--- src/rtl/drawing_pkg.sv ---
// drawing_pkg: state codes shared by the drawing controller and the datapath decode.
// Exports ST_* 4-bit codes (0..8) carried on drawing_controller.oState.
package drawing_pkg;
    localparam logic [3:0] ST_IDLE        = 4'd0;
    localparam logic [3:0] ST_MOVE        = 4'd1;
    localparam logic [3:0] ST_WAIT        = 4'd2;
    localparam logic [3:0] ST_CLEAN       = 4'd3;
    localparam logic [3:0] ST_DRAW        = 4'd4;
    localparam logic [3:0] ST_ERASE       = 4'd5;
    localparam logic [3:0] ST_CLEAR_WAIT  = 4'd6;
    localparam logic [3:0] ST_CLEAR       = 4'd7;
    localparam logic [3:0] ST_RESET_MOUSE = 4'd8;
endpackage

--- src/rtl/drawing_controller.sv ---
// drawing_controller: sequencing FSM arbitrating mouse/keys for the cell-drawing datapath.
// Ports: iClk/iReset (sync, active-high); iDone/iMove from datapath; iDrawBtn/iEraseBtn
// mouse buttons; iClearKey/iMouseRstKey keys; oState datapath state code; oMouseReset
// mouse re-home strobe; oBusy high whenever not IDLE. All outputs registered.
module drawing_controller
    import drawing_pkg::*;
#(
    parameter bit CLEAR_ON_RESET   = 1'b1,
    parameter int MOUSE_RST_CYCLES = 16
) (
    input  logic       iClk,
    input  logic       iReset,
    input  logic       iDone,
    input  logic       iMove,
    input  logic       iDrawBtn,
    input  logic       iEraseBtn,
    input  logic       iClearKey,
    input  logic       iMouseRstKey,
    output logic [3:0] oState,
    output logic       oMouseReset,
    output logic       oBusy
);
    localparam int CW = ($clog2(MOUSE_RST_CYCLES + 1) > 5) ? $clog2(MOUSE_RST_CYCLES + 1) : 5;
    typedef enum logic [3:0] {
        S_IDLE, S_GAP, S_MOVE, S_WAIT, S_CLEAN, S_DRAW, S_ERASE, S_CLEAR_WAIT, S_CLEAR, S_RESET_MOUSE
    } state_t;
    state_t        r_state, w_next;
    logic [CW-1:0] r_cnt;
    logic          r_painted, r_boot;
    logic          w_draw_req, w_erase_req;
    logic [3:0]    w_code;
    always_comb begin
        w_draw_req  = iDrawBtn & ~iEraseBtn & ~r_painted;
        w_erase_req = iEraseBtn & ~iDrawBtn & ~r_painted;
        w_next      = r_state;
        case (r_state)
            S_IDLE:
                if (r_boot)                w_next = S_CLEAR;
                else if (iClearKey)        w_next = S_CLEAR_WAIT;
                else if (iMouseRstKey)     w_next = S_RESET_MOUSE;
                else if (iMove)            w_next = S_WAIT;
                else if (w_erase_req)      w_next = S_ERASE;
                else if (w_draw_req)       w_next = S_DRAW;
            S_GAP:                         w_next = S_MOVE;
            S_MOVE, S_DRAW, S_ERASE:       w_next = iDone ? S_IDLE : r_state;
            S_WAIT:                        w_next = S_CLEAN;
            S_CLEAN, S_CLEAR:              w_next = iDone ? S_GAP : r_state;
            S_CLEAR_WAIT:                  w_next = iClearKey ? S_CLEAR_WAIT : S_CLEAR;
            S_RESET_MOUSE:                 w_next = (r_cnt == CW'(MOUSE_RST_CYCLES - 1)) ? S_IDLE : S_RESET_MOUSE;
            default:                       w_next = S_IDLE;
        endcase
        case (w_next)
            S_MOVE:        w_code = ST_MOVE;
            S_WAIT:        w_code = ST_WAIT;
            S_CLEAN:       w_code = ST_CLEAN;
            S_DRAW:        w_code = ST_DRAW;
            S_ERASE:       w_code = ST_ERASE;
            S_CLEAR_WAIT:  w_code = ST_CLEAR_WAIT;
            S_CLEAR:       w_code = ST_CLEAR;
            S_RESET_MOUSE: w_code = ST_RESET_MOUSE;
            default:       w_code = ST_IDLE;
        endcase
    end
    always_ff @(posedge iClk) begin
        if (iReset) begin
            r_state     <= S_IDLE;
            r_cnt       <= '0;
            r_painted   <= 1'b0;
            r_boot      <= CLEAR_ON_RESET;
            oState      <= ST_IDLE;
            oMouseReset <= 1'b0;
            oBusy       <= 1'b0;
        end else begin
            r_state     <= w_next;
            r_boot      <= 1'b0;
            r_cnt       <= (r_state == S_RESET_MOUSE && w_next == S_RESET_MOUSE) ? r_cnt + 1'b1 : '0;
            // one fill per cell per press: latched on fill exit, re-armed by a cell move or button release
            r_painted   <= ((r_state == S_DRAW || r_state == S_ERASE) && iDone) ? 1'b1 :
                           (w_next == S_WAIT || (r_state == S_IDLE && !iDrawBtn && !iEraseBtn)) ? 1'b0 : r_painted;
            oState      <= w_code;
            oMouseReset <= (w_next == S_RESET_MOUSE);
            oBusy       <= (w_next != S_IDLE);
        end
    end
endmodule

--- config.mk ---
export PLATFORM = sky130hd
export DESIGN_NAME = drawing_controller
export DESIGN_NICKNAME = d
export VERILOG_FILES = /design/src/rtl/drawing_pkg.sv /design/src/rtl/drawing_controller.sv
export SDC_FILE = /design/constraint.sdc
export NUM_CORES = 1
export LEC_CHECK = 0
export ABC_AREA = 0
export CAP_MARGIN = 40
export CORE_ASPECT_RATIO = 0.75
export CORE_MARGIN = 4
export CORE_UTILIZATION = 40
export CTS_BUF_LIST = sky130_fd_sc_hd__clkbuf_2 sky130_fd_sc_hd__clkbuf_4 sky130_fd_sc_hd__clkbuf_8
export DETAILED_ROUTE_END_ITERATION = 12
export PLACE_DENSITY = 0.72
export SYNTH_ARGS = -nofsm -noshare
export SYNTH_HDL_FRONTEND = slang
export SYNTH_SLANG_ARGS = --single-unit
--- constraint.sdc ---
create_clock -name iClk -period 6.4 [get_ports iClk]
set_input_delay 0.96 -clock iClk [delete_from_list [all_inputs] [get_ports iClk]]
set_output_delay 0.96 -clock iClk [all_outputs]
set_load 0.1 [all_outputs]
Yosys cells after proc, flatten, opt, wreduce, memory -nomap -nowiden
Memory sizes are Yosys's and may differ from the RTL's. A register that Yosys moved wholly into a read port is not among the register bits.
Cells that the tools add are included.
Operators by class
  equality and inequality tests: 12
  add/sub/neg operators: 1
  bitwise gates (word level): 8
  mux-type cells: 14
  reduce and logical (&&, ||, !) cells: 14
Operators by type and width (count)
  4-bit 2-to-1 mux: 10
  4-bit case mux with 7 select lines: 1
  4-bit by 3-bit == test with 1-bit output, second input constant: 4
  4-bit by 2-bit == test with 1-bit output, second input constant: 3
  4-bit == test, second input constant: 3
  5-bit by 1-bit adder with 5-bit output, second input constant: 1
  5-bit by 4-bit == test with 1-bit output, second input constant: 1
  1-bit bitwise AND: 4
  4-bit by 1-bit == test with 1-bit output, second input constant: 1
  1-bit logical AND: 4
  4-bit logical NOT: 1
  1-bit inverter: 4
  4-bit nonzero test: 1
  2-bit OR reduction: 2
  1-bit 2-to-1 mux: 3
  3-bit OR reduction: 1
  1-bit logical NOT: 2
  1-bit logical OR: 2
  2-bit nonzero test: 1
Word-level totals
  register bits after elaboration: 13
  word-level logic and storage cells: 56
  memory bits (read-only): 64
  output and inout bits: 6
  input port bits: 8
  memories kept: 1
Memory list
  (name not given): words 16, width 4, rd ports 1, clocked after memory_dff 1, wr ports 0, line drawing_controller.sv:52  | case (w_next)

Depth between registers and ports, before layout
Gate-level depths: netlist of run 1.
  depth in word-level cells: 14
  mapped depth: 11

Worst setup path after synthesis of run 1
Ideal clock, no wire load.
  kind: input -> register
  start: input iClearKey
  end: register oState[1]
  data arrival time: 2.474 ns
  required time: 6.280 ns
  path slack: 3.806 ns
  stages: 7
  cells stage by stage: or3_1 -> a221oi_1 -> o311a_1 -> inv_1 -> ha_1 -> and2_1 -> o31a_1
Between the ends
  cells in the longest elaborated chain, start to end: 3
  elaborated cells between the ends (all ways): 4
  classes of those cells: mux (4)
RTL lines
  start, declared: line drawing_controller.sv:17  | input logic iClearKey,
  4-bit 2-to-1 mux: line drawing_controller.sv:39  | else if (iClearKey) w_next = S_CLEAR_WAIT;
  4-bit 2-to-1 mux: line drawing_controller.sv:38  | if (r_boot) w_next = S_CLEAR;
  4-bit case mux with 7 select lines *: line drawing_controller.sv:36  | case (r_state)
  net w_next[0]: line drawing_controller.sv:27  | state_t r_state, w_next;
  end, declared: line drawing_controller.sv:19  | output logic [3:0] oState,
The timed path passes the listed nets; every way through them passes the cells marked *.
A chain may end at the register's enable or synchronous reset.

Worst setup path in the final report of run 1
  start: input iClearKey
  end: register r_cnt[4]
Between the ends
  cells in the longest elaborated chain, start to end: 7
  elaborated cells between the ends (all ways): 8
  classes of those cells: eq/ne (1); mux (4); bitwise (1); reduce/logical (2)
RTL lines
  4-bit 2-to-1 mux: line drawing_controller.sv:39
  4-bit 2-to-1 mux: line drawing_controller.sv:38
  4-bit case mux with 7 select lines *: line drawing_controller.sv:36
  4-bit == test *: line drawing_controller.sv:76  | r_cnt <= (r_state == S_RESET_MOUSE && w_next == S_RESET_MOUSE) ? r_cnt + 1'b1 : '0;
  1-bit logical AND *: line drawing_controller.sv:76
  1-bit inverter (no source line) *
  2-bit OR reduction (no source line) *
  end signal, assigned: line drawing_controller.sv:76
  end, declared: line drawing_controller.sv:28  | logic [CW-1:0] r_cnt;
Mark *: on every way between the ends. The rest lies on a longest branch, timed or not.

==> impl_metrics.py, run 1 <==
metrics = {
    "outcome": {
        "outcome": "complete, no violations",
    },
    "finish": {
        "fin_area_mm2": 0.00126,
        "final_nets": 143,
        "num_antenna_cells": 0,
        "fillerInstances": 214,
        "instances_no_fill": 161,
        "drive_above_1_share_pct": 14.2,
        "area_delta_synth_final_pct": 26.3,
    },
    "setup_path": {
        "setup.worst_path.end": "r_cnt[4]",
        "end_kind": "flip-flop",
        "crit_type": "primary input to flip-flop",
        "cp.required_ns": 6.62,
        "r2r-start": "r_cnt[0]",
        "r2r_end": "r_cnt[4]",
        "r2r_slack_ns": 3.91,
        "arrival_ns": 3.26,
        "cp-startpoint": "iClearKey",
        "crit_fanout": 8,
        "reg2reg_depth": 11,
        "start_kind": "primary input",
    },
    "global_routing": {
        "grt_pass1_wl_um": 3850,
        "grt_usage_pct": 14.9,
        "grt-ovfl-total": 0,
        "grt_start_max_net_pins": 16,
        "grt_pass1_vias": 811,
        "antenna_found_initial": 0,
    },
    "synth": {
        "synth.distinct_cells": 46,
        "synth-edff-count": 0,
        "post_synth.cell_area_avg_um2": 9.16,
        "synthXorXnorAreaFrac_pct": 4.39,
        "synth_top_family_by_area": "simple AND/OR/NAND/NOR gates",
        "ys_warn_count": 0,
        "yosysSeqAreaShare_pct": 34.1,
        "synthArstFlopShare_pct": 0,
        "yosys.area_share.simple_pct": 26.8,
        "ys_ff_latch": 17,
        "syn_nets": 124,
        "synth_mux_area_share_pct": 1.00,
        "synthAdderAreaFrac_pct": 8.77,
        "syn_area_um2": 998,
        "synth_cells": 109,
        "synthFlopType": "dfxtp_1",
        "synth_compound_area_share_pct": 19.5,
    },
    "clock_network": {
        "cts_buffer_depth": 2,
        "cts-root-buf": "clkbuf_4",
        "numCtsBuffers": 3,
        "hold_buffers": 0,
        "ctsHtreeMaxLevel": 1,
        "post_cts_buffers": 0,
        "cts.clk_slew.worst_paths_ns": 0.10,
        "ctsResizeCount": 0,
        "clkLatencyLatePin_ns": 0.30,
        "cts_tree": "yes",
        "cts_sinks": 17,
    },
    "timing": {
        "fin_crit_sh_pct": 47.5,
        "period_needed_ns": 3.04,
        "tightestPinTransition_ns": 0.525,
        "slew_viol_final": 0,
        "skew_ns": 0.00539,
        "hold_violations": 0,
        "fmaxAchievable_ghz": 0.329,
        "layout_setup_ws_ns": 3.36,
        "slew_headroom_pct": 65.0,
        "rsz0062_at_grt": "false",
        "setup_viol": 0,
        "tns_ns": 0,
    },
    "job": {
        "drv_cap": 0,
    },
    "placed_design": {
        "pre_cts_ws_ns": 3.05,
        "dpl.hpwl_um": 1680,
        "placedCellCount": 157,
        "placed_area_mm2": 0.00123,
        "gp_congestion": 0.874,
        "io_buffer_count": 13,
    },
    "drt": {
        "drtAntennaViolNets": 0,
        "post_drt_wl_per_cell_um": 13.8,
        "post-route-drc-count": 0,
        "drt_iter0_drc": 75,
        "drt-pass1-iter-count": 4,
        "avgViaCountPerCell": 5.28,
        "vias": 850,
        "routed_wl_um": 2230,
    },
    "hold_path": {
        "hold_path_class": "flip-flop to flip-flop",
    },
    "pwr": {
        "leakage_nw": 0.485,
        "ir_drop_v": 0.000269,
        "powerDensity_mw_per_mm2": 416,
        "p_total_uw": 525,
    },
    "die": {
        "ios": 14,
        "rows": 15,
        "core_area_mm2": 0.00235,
        "die_h_um": 51.3,
        "die_w_um": 65.7,
        "start_util_pct": 42.6,
        "die_area_mm2": 0.00337,
    },
}
==> critical path, stage by stage <==
cell and delay, ns:
clkdlybuf4s50_1 0.54, a21bo_2 0.25, a31oi_1 0.16, o2bb2ai_1 0.09, a21oi_1 0.42, ha_1 0.24
nor2b_1 0.17, nand4_1 0.24, nor2_1 0.19
==> flip-flops by register name, indices dropped and copies added (netlist names) <==
signal and cells:
r_cnt 5, oState 4, r_state 4, oBusy 1, oMouseReset 1, r_boot 1, r_painted 1
==> power breakdown <==
part / internal [mW] / total, mW / switching (mW)
combinational: 0.126 / 0.313 / 0.187
sequential: 0.126 / 0.153 / 0.0271
clock: 0.0233 / 0.0592 / 0.0359
==> cell usage in the layout (no fill, tap or decap), drive strengths merged, types with 2 or more instances in the layout <==
master          n
dfxtp          17
clkdlybuf4s50  13
nor2           11
inv             7
ha              7
buf             6
nand2b          4
a21oi           4
nor3b           4
and2            4
xor2            3
nor3            3
nand2           3
nand3           3
clkbuf          3
a221oi          2
o21ai           2
a22oi           2
nor2b           2
nand4b          2
xnor2           2
==> layer usage <==
metal / vias up / track usage, % / part of all wire (%) / wire, um
met5: - / 0 / 0 / 0
met4: 0 / 2.07 / 0.31 / 7
met3: 2 / 5.05 / 6.3 / 140
met2: 28 / 23.5 / 43 / 962
met1: 388 / 20.1 / 50 / 1120
li1: 432 / - / - / -
==> through the flow <==
| step | hold slack (ns) | utilization, % |
|---|---|---|
| finish | 0.489 | 53.8 |
| global route | 0.514 | 53.8 |
| CTS | 0.488 | 53.8 |
| detailed placement | 0.473 | 52.6 |
| global placement | 0.432 | 48.7 |
| floorplan | 0.418 | - |
==> kinds of logic (layout without fill, tap and decap cells) <==
family | count (synthesis) | after routing
fa+ha+maj | 7 | 7
flops | 17 | 17
buf+inv | 12 | 30
mux | 1 | 1
simple gates | 44 | 44
compound gates | 23 | 23
xor+xnor | 5 | 5
==> Yosys cell counts (2+ instances only) <==
library cell  instances  share of area, %
nand3_1               3               1.5
dfxtp_1              17                34
a21oi_1               4               2.0
ha_1                  7               8.8
nand4b_1              2               1.8
nor2_1               11               4.1
a221oi_1              2               1.8
nor3_1                3               1.5
nand2b_1              4               2.5
and2_1                3               1.9
xnor2_1               2               1.8
nor3b_1               3               2.3
inv_1                 7               2.6
nand2_1               3               1.1
clkbuf_1              2              0.75
o21ai_0               2               1.0
a22oi_1               2               1.5
nor2b_1               2               1.3
xor2_1                3               2.6
==> layout make-up <==
type | instances | area [um^2] | area share, %
Multi-Input combinational cell | 80 | 604 | 47.9
Timing Repair Buffer | 19 | 220 | 17.5
Inverter | 7 | 26.3 | 2.08
Clock inverter | 1 | 5.00 | 0.397
Sequential cell | 17 | 340 | 27.0
Tap cell | 34 | 42.5 | 3.37
Clock buffer | 3 | 22.5 | 1.79
==> worst min path at each step <==
stage	to	start	depth (start not counted)
after floorplan	r_cnt[0]	r_cnt[0]	1
after global placement	r_cnt[0]	r_cnt[0]	1
after detailed placement	r_cnt[0]	r_cnt[0]	1
after CTS	r_cnt[0]	r_cnt[0]	1
after global routing	r_cnt[0]	r_cnt[0]	1
final	r_cnt[0]	r_cnt[0]	1
Power figures use the tool's default switching activity.
==> run 2: changes to the inputs <==
clock period = 3 ns   (was 6.4 ns; I/O delays follow)
==> impl_metrics.py, run 2 (same netlist as run 1, synthesis figures left out) <==
metrics = {
    "placed_design": {
        "gp_congestion": 0.882,
        "io_buffer_count": 13,
        "dpl.hpwl_um": 1640,
        "placedCellCount": 153,
    },
    "finish": {
        "fillerInstances": 237,
        "multi_input_area_um2": 604,
        "layout_commonest_cell": "dfxtp_1",
        "mostFrequentLayoutCells": "17 x dfxtp_1, 11 x nor2_1, 8 x buf_4",
        "drive_above_1_share_pct": 16.3,
        "area_delta_synth_final_pct": 17.5,
        "instances_no_fill": 157,
        "final_nets": 139,
        "seq_area_um2": 340,
        "largest_reg_flops": 5,
        "top_regs": "r_cnt x5, oState x4, r_state x4",
        "regMostFlops": "r_cnt",
        "num_antenna_cells": 0,
    },
    "setup_path": {
        "r2r-start": "r_cnt[0]",
        "critPathMaxStageDelay_ns": 0.34,
        "crit_fanout": 6,
        "cp.required_ns": 3.19,
        "r2r_slack_ns": 0.57,
        "crit_path_top_delay_cell": "dfxtp_1",
        "path_delay_family": "simple AND/OR/NAND/NOR gates",
        "arrival_ns": 2.62,
        "reg2reg_depth": 10,
        "path_common_cell": "ha_1",
        "end_kind": "flip-flop",
        "r2r_end": "oState[1]",
        "start_kind": "flip-flop",
        "cp_cell_sequence": "ha_1 -> and3_1 -> ha_1 -> nor4b_1 -> o21ai_0 -> o311a_1 -> buf_4 -> ha_1 -> and2_2 -> o31a_1",
        "crit_type": "flip-flop to flip-flop",
        "path_buf_inv": 1,
    },
    "timing": {
        "fmaxAchievable_ghz": 0.412,
        "skew_ns": 0.00476,
        "slew_headroom_pct": 64.9,
        "period_needed_ns": 2.43,
        "fin_crit_sh_pct": 80.9,
        "tightestPinTransition_ns": 0.524,
        "rsz0062_at_grt": "false",
        "hold_violations": 0,
        "setup_viol": 0,
        "slew_viol_final": 0,
        "tns_ns": 0,
    },
    "clock_network": {
        "cts_tree": "yes",
        "cts.clk_slew.worst_paths_ns": 0.11,
        "ctsResizeCount": 0,
        "post_cts_buffers": 0,
        "hold_buffers": 0,
        "numCtsBuffers": 3,
        "cts-root-buf": "clkbuf_4",
        "ctsHtreeMaxLevel": 1,
        "cts_buffer_depth": 2,
        "cts_sinks": 17,
        "clkLatencyLatePin_ns": 0.29,
    },
    "global_routing": {
        "grt-ovfl-total": 0,
        "grt_pass1_vias": 838,
        "antenna_found_initial": 0,
        "grt_usage_pct": 14.7,
        "grt_start_max_net_pins": 16,
        "grt_pass1_wl_um": 3850,
    },
    "hold_path": {
        "hp-start": "r_cnt[0]",
        "hold_depth": 1,
        "whs_endpoint": "r_cnt[0]",
        "hold_path_class": "flip-flop to flip-flop",
    },
    "drt": {
        "drt_iter0_drc": 63,
        "routed_wl_um": 2230,
        "drtAntennaViolNets": 0,
        "drt-pass1-iter-count": 5,
        "post-route-drc-count": 0,
        "avgViaCountPerCell": 5.45,
        "post_drt_wl_per_cell_um": 14.2,
        "vias": 856,
    },
    "die": {
        "die_h_um": 51.3,
        "start_util_pct": 42.6,
        "die_w_um": 65.7,
        "core_area_mm2": 0.00235,
        "rows": 15,
        "die_area_mm2": 0.00337,
        "ios": 14,
    },
    "outcome": {
        "outcome": "complete, no violations",
    },
    "pwr": {
        "leakage_nw": 0.456,
        "ir_drop_v": 0.000661,
        "powerDensity_mw_per_mm2": 895,
        "p_total_mw": 1.05,
    },
    "job": {
        "drv_cap": 0,
    },
}
-- run 2: changes by cell type in the layout (fill, tap and decap cells not counted) --
cell | before | now
buf_4 | 0 | 8
buf_8 | 6 | 0
clkdlybuf4s50_1 | 13 | 7
clkinv_2 | 1 | 0
clkinvlp_4 | 0 | 1
-- run 2: metrics by stage --
stage               util, %  hold slack, ns  setup WS (ns)  instance area (um^2)
floorplan                 -           0.418          0.844                   998
global placement       48.7           0.430          0.405                  1140
detailed placement     48.7           0.443          0.357                  1140
CTS                    50.0           0.460          0.568                  1170
global route           50.0           0.519          0.318                  1170
finish                 50.0           0.457          0.572                  1170
-- run 2: worst max-delay path by stage --
stage          startpoint        end  slack [ns]  cells past startpoint
2_1_floorplan  r_state[3]  oState[1]        0.84                      7
6_report         r_cnt[0]  oState[1]        0.57                     10
5_1_grt          r_cnt[0]   r_cnt[4]        0.32                     11
3_5_place_dp    iClearKey   r_cnt[1]        0.36                      9
3_3_place_gp    iClearKey  oState[1]        0.41                      8
4_1_cts          r_cnt[0]  oState[1]        0.57                     10
-- run 2: area by class of cell --
class	instances	share of cell area, %
flip-flops and latches	17	29.0
inverters	7	2.24
clock inverters	1	0.640
well taps	34	3.62
repair buffers	15	11.1
clock buffers	3	1.92
multi-input cells	80	51.5
-- run 2: layer usage --
metal | wire (um) | GRT usage (%)
met1 | 1070 | 19.9
met2 | 964 | 22.6
met3 | 183 | 5.71
met4 | 12 | 2.07
met5 | 0 | 0
-- run 2: where the power goes --
part	leakage, nW	internal, mW	switching, mW
registers	0.139	0.269	0.0612
clock network	0.0139	0.0507	0.0768
logic	0.303	0.205	0.387
